File: src/rtl/lab2_proc_req_tracker.sv
// Request tracker: forwards memory requests, counts outstanding ones and drops stale responses
// after a squash. Define LAB2_PROC_REQ_TRACKER_SQUASH_GATE_EN to also block requests on squash.
module lab2_proc_req_tracker #(
  parameter int unsigned p_req_nbits    = 77,
  parameter int unsigned p_resp_nbits   = 47,
  parameter int unsigned p_max_inflight = 4,
  localparam int unsigned c_cnt_nbits   = $clog2(p_max_inflight + 1)
) (
  input  logic                    clk,
  input  logic                    reset,
  input  logic                    squash,

  input  logic [p_req_nbits-1:0]  ireq_msg,
  input  logic                    ireq_val,
  output logic                    ireq_rdy,

  output logic [p_req_nbits-1:0]  memreq_msg,
  output logic                    memreq_val,
  input  logic                    memreq_rdy,

  input  logic [p_resp_nbits-1:0] memresp_msg,
  input  logic                    memresp_val,
  output logic                    memresp_rdy,

  output logic [p_resp_nbits-1:0] oresp_msg,
  output logic                    oresp_val,
  input  logic                    oresp_rdy,

  output logic [c_cnt_nbits-1:0]  num_inflight
);

  localparam logic [c_cnt_nbits-1:0] MaxCnt = c_cnt_nbits'(p_max_inflight);

  logic [c_cnt_nbits-1:0] inflight_q, inflight_d;
  logic [c_cnt_nbits-1:0] drop_q, drop_d;
  logic                   full;
  logic                   dropping;
  logic                   req_go;
  logic                   resp_go;

  assign full     = (inflight_q == MaxCnt);
  assign dropping = (drop_q != '0) || squash;

  assign memreq_msg = ireq_msg;
  assign oresp_msg  = memresp_msg;

`ifdef LAB2_PROC_REQ_TRACKER_SQUASH_GATE_EN
  assign memreq_val = ireq_val && !full && !squash;
  assign ireq_rdy   = memreq_rdy && !full && !squash;
`else
  assign memreq_val = ireq_val && !full;
  assign ireq_rdy   = memreq_rdy && !full;
`endif

  // Stale responses are swallowed without waiting on the processor side.
  assign oresp_val   = dropping ? 1'b0 : memresp_val;
  assign memresp_rdy = dropping ? 1'b1 : oresp_rdy;

  assign req_go  = memreq_val && memreq_rdy;
  assign resp_go = memresp_val && memresp_rdy;

  always_comb begin
    inflight_d = inflight_q;
    drop_d     = drop_q;
    // A response with nothing outstanding is a protocol error; hold at zero instead of wrapping.
    if (req_go && !resp_go) begin
      inflight_d = inflight_q + c_cnt_nbits'(1);
    end else if (!req_go && resp_go && (inflight_q != '0)) begin
      inflight_d = inflight_q - c_cnt_nbits'(1);
    end
    if (squash) begin
      drop_d = inflight_d;
    end else if (resp_go && (drop_q != '0)) begin
      drop_d = drop_q - c_cnt_nbits'(1);
    end
  end

  always_ff @(posedge clk or posedge reset) begin
    if (reset) begin
      inflight_q <= '0;
      drop_q     <= '0;
    end else begin
      inflight_q <= inflight_d;
      drop_q     <= drop_d;
    end
  end

  assign num_inflight = inflight_q;

endmodule
File: config.mk
export PLATFORM = sky130hd
export DESIGN_NAME = lab2_proc_req_tracker
export DESIGN_NICKNAME = d
export VERILOG_FILES = /design/src/rtl/lab2_proc_req_tracker.sv
export SDC_FILE = /design/constraint.sdc
export NUM_CORES = 1
export LEC_CHECK = 0
export ABC_AREA = 1
export CAP_MARGIN = 10
export CORE_AREA = 2 2 102 104
export DETAILED_ROUTE_END_ITERATION = 6
export DIE_AREA = 0 0 104 106
export PLACE_DENSITY_LB_ADDON = 0.15
export SYNTH_ARGS = -nofsm -noshare
export SYNTH_HDL_FRONTEND = slang
export SYNTH_SLANG_ARGS = --single-unit
File: constraint.sdc
create_clock -name clk -period 2.8 [get_ports clk]
set_input_delay 0.56 -clock clk [delete_from_list [all_inputs] [get_ports clk]]
set_output_delay 0.56 -clock clk [all_outputs]
set_load 0.01 [all_outputs]
==> run_results.csv, run 1 <==
group,metric,value,unit
routing,vias,623,
place,port-buffer-count,13,
critical_path,worstPathMaxFanout,5,
timing,final-setup-viol-count,0,
grt,wire_length_of_the_first_global_routing_pass,4.036,mm
yosys,syn-mean-instance-area,7.438,sq um
critical_path,regToRegEndpoint,"drop_q[0]",
yosys,ys.warnings.count,0,
cts,cts.hold.buffers_added,0,
pwr,power_frac_seq,0.255,
timing,finClkSkew,0.8128,ps
timing,final_max_slew_viol_count,0,
timing,rsz_0062_raised_after_global_routing,"false",
routing,drt_drc,0,
pwr,leakage,0.4014,nW
min_path,timing.hold.worst.class,"in2async",
status,result_of_the_run,"finished clean",
cts,cts_htree_levels,1,
yosys,post_synthesis_register_bit_count,6,
timing,final-hold-violation-count,0,
routing,drt_wl_total,2.757,mm
routing,drt-vias-per-instance,2.744,
critical_path,start_kind,"input port",
timing,tns,0,ps
timing,timing.slew.headroom,0.8246,
routing,drt_pass1_iterations,3,
cts,clk_pin_slew_worst_paths,30,ps
floorplan,core.rowCount,37,
routing,wl_per_cell,12.15,um
grt,grt_max_degree,7,
pwr,power.switching_fraction,0.4308,
pwr,power_density,767.9,nW/um^2
floorplan,die_height,106,um
cts,cts-resized-gates,0,
place,routabilityCongestion,0.6083,
yosys,post_synth_num_cell_types,18,
pwr,internal-power,389.4,uW
cts,cts.sinks,6,
floorplan,core_area,10000,sq um
pwr,clock_power_share,0.183,
place,placed_cell_area,849.6,sq um
timing,worstMarginPinSlew,262.8,ps
place,hpwl,2.430,mm
critical_path,worstPathArrival,1930,ps
yosys,netlist.top_cell.by_area,"buf_4",
cts,cts_made_buffers,3,
routing,drt_first_iter_violations,13,
timing,period_minus_slack,2495,ps
cts,worst_skew_pair.late_latency,220,ps
cells_and_area,insertedDiodeCount,0,
critical_path,criticalPathCategory,"in2out",
cts,clockRootBuffer,"clkbuf_8",
yosys,synth_top_area_share,0.6289,
yosys,synth-async-reset-ratio,1.000,
cts,clock_path_buffers,2,
yosys,yosysMostFrequentCell,"buf_4",
yosys,synth_top_cells_by_count,"buf_4, inv_1, nand2_1",
yosys,post_synth_design_cell_area,1480,sq um
timing,min_period_over_period,0.8910,
yosys,synthFlopType,"dfrtp_1",
cells_and_area,fraction_of_final_layout_cells_with_drive_strength_greater_than_1,0.1758,
cts,post_cts_buffers,0,
pwr,total_switching_power,294.7,uW
yosys,seq_area_frac_synth,0.1014,
yosys,mappedNetlistNets,335,
cells_and_area,num-nets-final,229,
job,timing.max_cap.violations,0,
critical_path,ff2ff_path_depth,10,
timing,achievable-frequency,0.4008,GHz
grt,remaining_overflow_grt,0,
cts,cts_tree,"built",
cells_and_area,layout.cell_area.non_filler,890.9,sq um
routing,antenna_violating_nets_remaining,0,
critical_path,critPathRequiredTime,2240,ps
floorplan,die_x,104,um
critical_path,category_of_the_worst_setup_path_capture_point,"output pin",
grt,gr-usage-all-layers,0.04918,
grt,grt_antenna_before_repair,0,
pwr,power.ir.vdd_worst,0.1227,mV
yosys,top_area_cells_in_the_synthesized_netlist,"buf_4, dfrtp_1, inv_1",
floorplan,ios,262,
floorplan,start_util,0.1480,
yosys,syn-instance-count,199,
yosys,synth_enable_flop_cells,0,
critical_path,timing.reg2reg.setup_slack,1210,ps
floorplan,dieArea,11020,sq um
grt,first_global_vias,704,
cells_and_area,synth_to_final_area_change,-39.81,%
pwr,combinationalPowerShare,0.562,
critical_path,reg2reg_from,"num_inflight[0]",
## layout by cell type (no fill, tap or decap), drive strengths merged
cell type / n
dfrtp: 6
nand3: 10
clkdlybuf4s50: 13
nor2: 6
clkbuf: 3
o31ai: 1
xor2: 3
o21ai: 1
o21bai: 1
inv: 19
nand2: 21
a21oi: 2
ha: 5
## per-stage QoR
stage | worst slack, ps | util | total power, mW | std cells | hold slack, ps
final | 305.2 | 0.08909 | 0.6841 | 227 | 572.4
after global routing | 210.3 | 0.08909 | 0.7679 | 227 | 626.9
after CTS | 271.7 | 0.08909 | 0.7129 | 227 | 591.1
after detailed placement | 277.3 | 0.08496 | 0.5823 | 224 | 603.0
after global placement | 297.4 | 0.08496 | 0.5924 | 224 | 609.4
after floorplan | 1226 | - | 0.6054 | 199 | 351.0
## routing by layer
layer / GRT usage / part of all wire / wire [um] / vias up
met5: 0 / 0 / 0 / -
met4: 0.06178 / 0.094 / 260 / 0
met3: 0.02882 / 0.15 / 412 / 50
met2: 0.08177 / 0.48 / 1330 / 58
li1: - / - / - / 256
met1: 0.03480 / 0.27 / 754 / 259
## how the worst max path moves through the flow
stage                    startpoint  cells after the start          to  slack, ps
floorplan           num_inflight[0]                      5  memreq_val       1230
global placement             squash                      5   oresp_val        300
detailed placement           squash                      5   oresp_val        280
CTS                          squash                      5   oresp_val        270
global route                 squash                      5   oresp_val        210
finish                       squash                      5   oresp_val        310
## registers in the layout (all words and copies together), names as in the netlist
name	cells
drop_q	3
num_inflight	3
## power groups by stage
stage / Combinational (mW) / Sequential, mW / Clock (mW)
after floorplan: 0.431 / 0.174 / 0
after global placement: 0.411 / 0.181 / 0
after detailed placement: 0.401 / 0.181 / 0
after CTS: 0.403 / 0.180 / 0.130
after global routing: 0.445 / 0.186 / 0.138
final: 0.384 / 0.175 / 0.125
## layout make-up
type                       instances  area (sq um)
tap                              136         170.2
multi-input combinational         50         327.8
sequential                         6         150.1
timing repair buffer              13         130.1
clock buffer                       3         41.29
fill                            1192          9109
inverter                          19         71.32
## cell families (layout without fill, tap and decap cells)
| logic type | Yosys count | after routing | share of synthesized area |
|---|---|---|---|
| buffers and inverters | 143 | 35 | 0.6771 |
| AND/OR/NAND/NOR | 37 | 37 | 0.1412 |
| flip-flops | 6 | 6 | 0.1014 |
| adder cells (fa/ha/maj) | 5 | 5 | 0.04227 |
| AO/OA/AOI/OAI | 5 | 5 | 0.02029 |
| XOR/XNOR | 3 | 3 | 0.01775 |
## critical path, stage by stage
cell and delay [ps]:
clkdlybuf4s50_1 490, inv_2 140, nand3_2 100, nor2_1 100, clkdlybuf4s50_1 540
(Power assumes the default switching activity.)
==> run 2, diff against run 1 <==
--- a/config.mk
+++ b/config.mk
@@ -10,6 +10,7 @@
 export CORE_AREA = 2 2 102 104
 export DETAILED_ROUTE_END_ITERATION = 6
 export DIE_AREA = 0 0 104 106
+export MAX_ROUTING_LAYER = met4
 export PLACE_DENSITY_LB_ADDON = 0.15
 export SYNTH_ARGS = -nofsm -noshare
 export SYNTH_HDL_FRONTEND = slang
==> run 2 against run 1 <==
Sequential power about the same. First-iteration DRC count decreased by 23%. Cell area unchanged. Utilization unchanged. Clock power about the same. Flip-flop and latch count unchanged. Maximum frequency unchanged. Critical path type unchanged. Die area unchanged. Register-to-register slack about the same.
==> run_results.csv, run 2 (synthesis results as in run 1) <==
group,metric,value,unit
cts,cts.hold.buffers_added,0,
cts,worst_skew_pair.late_latency,220,ps
routing,drt_drc,0,
timing,final-setup-viol-count,0,
cts,cts_htree_levels,1,
floorplan,ios,262,
job,timing.max_cap.violations,0,
timing,period_minus_slack,2495,ps
floorplan,core_area,10000,sq um
pwr,leakage,0.4014,nW
cts,clockRootBuffer,"clkbuf_8",
cts,post_cts_buffers,0,
floorplan,dieArea,11020,sq um
timing,hold_ws,572.4,ps
cells_and_area,layout.cells.most_common,"inv_1",
critical_path,crit_chain,"clkdlybuf4s50_1 > inv_2 > nand3_2 > nor2_1 > clkdlybuf4s50_1",
grt,grt_antenna_before_repair,0,
floorplan,start_util,0.1480,
routing,drt_wl_total,2.757,mm
cts,cts-resized-gates,0,
grt,use_met2,0.08177,
cells_and_area,fillCellCount,1192,
critical_path,category_of_the_worst_setup_path_capture_point,"output pin",
place,hpwl,2.430,mm
grt,grt_use_met1,0.03517,
place,routabilityCongestion,0.6125,
pwr,clock_power_share,0.183,
cts,clock_path_buffers,2,
cells_and_area,layout_common_cells,"inv_1, nand2_1, clkdlybuf4s50_1, nand3_1, dfrtp_1",
cts,cts_tree,"built",
pwr,post-layout-total-power,684.1,uW
critical_path,worstPathArrival,1930,ps
critical_path,crit_path_top_delay_cell,"clkdlybuf4s50_1",
timing,final_max_slew_viol_count,0,
routing,drt_first_iter_violations,10,
cts,clk_pin_slew_worst_paths,30,ps
critical_path,criticalPathCategory,"in2out",
critical_path,worstPathMaxFanout,5,
grt,gr-usage-all-layers,0.05056,
cells_and_area,num-nets-final,229,
cells_and_area,area_of_all_sequential_standard_cells,150.1,sq um
routing,drt_pass1_iterations,3,
timing,tns,0,ps
timing,final-hold-violation-count,0,
timing,worstMarginPinSlew,262.8,ps
cts,cts.sinks,6,
grt,grt_max_degree,7,
timing,rsz_0062_raised_after_global_routing,"false",
pwr,internal-power,389.4,uW
cells_and_area,multi_input_comb_area,327.8,sq um
critical_path,start_kind,"input port",
floorplan,die_x,104,um
routing,drt-vias-per-instance,2.744,
routing,antenna_violating_nets_remaining,0,
timing,finClkSkew,0.8128,ps
critical_path,critPathRequiredTime,2240,ps
cts,cts_made_buffers,3,
pwr,power.ir.vdd_worst,0.1227,mV
floorplan,core.rowCount,37,
routing,wl_per_cell,12.15,um
pwr,power_frac_seq,0.255,
grt,remaining_overflow_grt,0,
timing,timing.slew.headroom,0.8246,
critical_path,most_frequent_cp_cell,"clkdlybuf4s50_1",
pwr,power.switching_fraction,0.4308,
status,result_of_the_run,"finished clean",
critical_path,crit_path_max_incr_delay,540,ps
cells_and_area,insertedDiodeCount,0,
cells_and_area,fraction_of_final_layout_cells_with_drive_strength_greater_than_1,0.1758,
grt,first_global_vias,704,
timing,postLayoutSetupSlackWorst,305.2,ps
pwr,total_switching_power,294.7,uW
grt,globalRoute.busiestLayer,"met2",
pwr,power_density,767.9,nW/um^2
grt,grt_use_met3,0.02820,
floorplan,die_height,106,um
routing,vias,623,
cells_and_area,synth_to_final_area_change,-39.81,%
place,place_inst,224,
place,port-buffer-count,13,
timing,min_period_over_period,0.8910,
timing,achievable-frequency,0.4008,GHz
pwr,combinationalPowerShare,0.562,
place,placement.setup.worst_slack,277.3,ps
grt,wire_length_of_the_first_global_routing_pass,4.036,mm
cells_and_area,finish.cell_count_without_fillers,227,
min_path,timing.hold.worst.class,"in2async",
## run 2: cell counts in the layout (fill, tap and decap cells not counted)
No cell type changed its count.
## run 2: layer usage
metal  up-vias  routed length, um
met5         -                  0
met4         0                260
met3        50                404
met2        58               1330
met1       259                761
li1        256                  -
## run 2: worst paths after layout
path | cells after the start | to | slack, ps | start
worst max register to register | 10 | drop_q[0] | 1210 | num_inflight[0]
max in group asynchronous | 2 | drop_q[2] | 2020 | reset
worst max-delay path | 5 | oresp_val | 310 | squash
worst min-delay path | 2 | num_inflight[1] | 570 | reset
min in group clk | 2 | drop_q[0] | 600 | drop_q[0]
worst min register to register | 2 | drop_q[0] | 600 | drop_q[0]
## run 2: per-stage QoR
step / utilization / instance area [sq um]
2_1_floorplan: - / 1480
3_3_place_gp: 0.08496 / 849.6
3_5_place_dp: 0.08496 / 849.6
4_1_cts: 0.08909 / 890.9
5_1_grt: 0.08909 / 890.9
6_report: 0.08909 / 890.9
## run 2: power groups by stage
stage / registers (mW) / clock network [mW] / logic [mW]
final: 0.175 / 0.125 / 0.384
after global routing: 0.186 / 0.138 / 0.445
after CTS: 0.180 / 0.130 / 0.403
after detailed placement: 0.181 / 0 / 0.401
after global placement: 0.181 / 0 / 0.411
after floorplan: 0.174 / 0 / 0.431
## run 2: layout make-up
| cell class | instances | share of cell area |
|---|---|---|
| multi-input combinational | 50 | 0.3680 |
| tap | 136 | 0.1910 |
| sequential | 6 | 0.1685 |
| timing repair buffer | 13 | 0.1461 |
| inverter | 19 | 0.08006 |
| clock buffer | 3 | 0.04635 |
## run 2: critical path: cells and delay by family
family / cells / cell delay, ps
and+or+nand+nor: 2 / 200
buffers and inverters: 3 / 1170
==> variant: new RTL, flow settings as in run 2 <==
The parameter `p_max_inflight` goes from 4 to 16.
--- a/src/rtl/lab2_proc_req_tracker.sv
+++ b/src/rtl/lab2_proc_req_tracker.sv
@@ -3,7 +3,7 @@
 module lab2_proc_req_tracker #(
   parameter int unsigned p_req_nbits    = 77,
   parameter int unsigned p_resp_nbits   = 47,
-  parameter int unsigned p_max_inflight = 4,
+  parameter int unsigned p_max_inflight = 16,
   localparam int unsigned c_cnt_nbits   = $clog2(p_max_inflight + 1)
 ) (
   input  logic                    clk,
Ports: changed (resized num_inflight); port bits go from 262 to 264. The function was not compared with the original's and may differ.
==> variant against run 2 <==
  * Cell area increased by 32%
  * Sequential cell count increased by 4
  * Cell count increased by 19%
  * Via count increased by 44%
  * Wire length increased by 27%
  * Combinational power increased by 14%
  * Power increased by 36%
  * Synthesized area increased by 17%
  * Worst hold slack improved by 0.013 ns
  * Setup slack got worse by 0.11 ns
  * Synthesized cell count increased by 19%
==> variant: results <==
[run_status]
outcome = "complete, no violations"

[critical_path]
r2r-start = "num_inflight[0]"
critPathLaunch = "drop_q[0]"
reg2reg_depth = 11
arrival_ns = 2.05
crit_family = "buffers and inverters"
cp_slowest_stage_delay_ns = 0.60
path_max_fanout = 4

[synthesis]
yosysSeqAreaShare = 0.145
synth_nets = 372
synthDistinctLibCells = 27
synth_commonest_cells = "buf_4 (124), nand2_1 (27), inv_1 (21)"
syn_area_per_cell_sq_um = 7.29
synth.area.top_cells = "buf_4 (54%), dfrtp_1 (14%), nand2_1 (5.9%)"

[cts]
clk_latency_ns = 0.24
post_cts_resized = 0
clk_pin_slew_ns = 0.05

[detailed_routing]
routed_wl_microns = 3510
first_pass_iters = 4

[placement]
numPortBuffers = 15
dp_slack_ns = 0.206
postPlaceCellArea_sq_um = 1120
gp_congestion = 0.690
hpwl_microns = 2980

[cells_and_area]
multi_input_area_sq_um = 438
drive_gt1_frac = 0.158
nets = 269
n_fill_cell = 1208

[power]
leakagePower_nw = 0.541
swShare = 0.426

[global_routing]
grtUsageTotal = 0.0642
grt_pass1_vias = 941
grt_pass1_wl_microns = 5280
grt_max_degree = 11

[sta]
slew_headroom = 0.702
finalClockSkew_ns = 0.00233

[hold_path]
hold_path_class = "flip-flop to flip-flop"
## variant: cell types whose count changed in the layout (fill, tap and decap cells not counted), sizes merged, moves of 2 or more
cell	run 2	this run
nor2	6	9
nand2	21	34
clkdlybuf4s50	13	15
dfrtp	6	10
nand4	0	3
buf	0	2
inv	19	24
nor3	0	3
## variant: power groups by stage
stage	combinational [W]	clock (W)	sequential (W)
after floorplan	0.000457	0	0.000300
after global placement	0.000457	0	0.000319
after detailed placement	0.000451	0	0.000316
after CTS	0.000452	0.000194	0.000314
after global routing	0.000510	0.000200	0.000327
final	0.000439	0.000184	0.000310
## variant: cell type report
type                       count  share of cell area
sequential                    10               0.213
clock buffer                   4              0.0470
tap                          136               0.145
timing repair buffer          17               0.141
multi-input combinational     77               0.374
inverter                      25              0.0800
## variant: final timing paths
| path | end | slack, ns |
|---|---|---|
| worst min-delay path | drop_q[0] | 0.59 |
| max in group asynchronous | drop_q[1] | 1.87 |
| worst min register to register | drop_q[0] | 0.59 |
| worst max register to register | drop_q[1] | 1.01 |
| min in group asynchronous | num_inflight[3] | 0.63 |
| worst max-delay path | oresp_val | 0.19 |
## variant: logic make-up (layout without fill, tap and decap cells)
family,count (synthesis),in the layout,synth area share
and+or+nand+nor,63,63,0.188
xor gates and xnor gates,2,2,0.0101
DFF,10,10,0.145
buffers and inverters,150,46,0.601
AOI/OAI and AO/OA,8,8,0.0268
adders and majority gates,4,4,0.0290
## variant: per-layer routing
layer  vias to the layer above  part of all wire  global-route usage
met5                         -                 0                   -
met4                         0             0.063              0.0627
met3                        38              0.13              0.0349
met2                        73              0.46              0.0959
met1                       396              0.35              0.0576
li1                        391                 -                   -
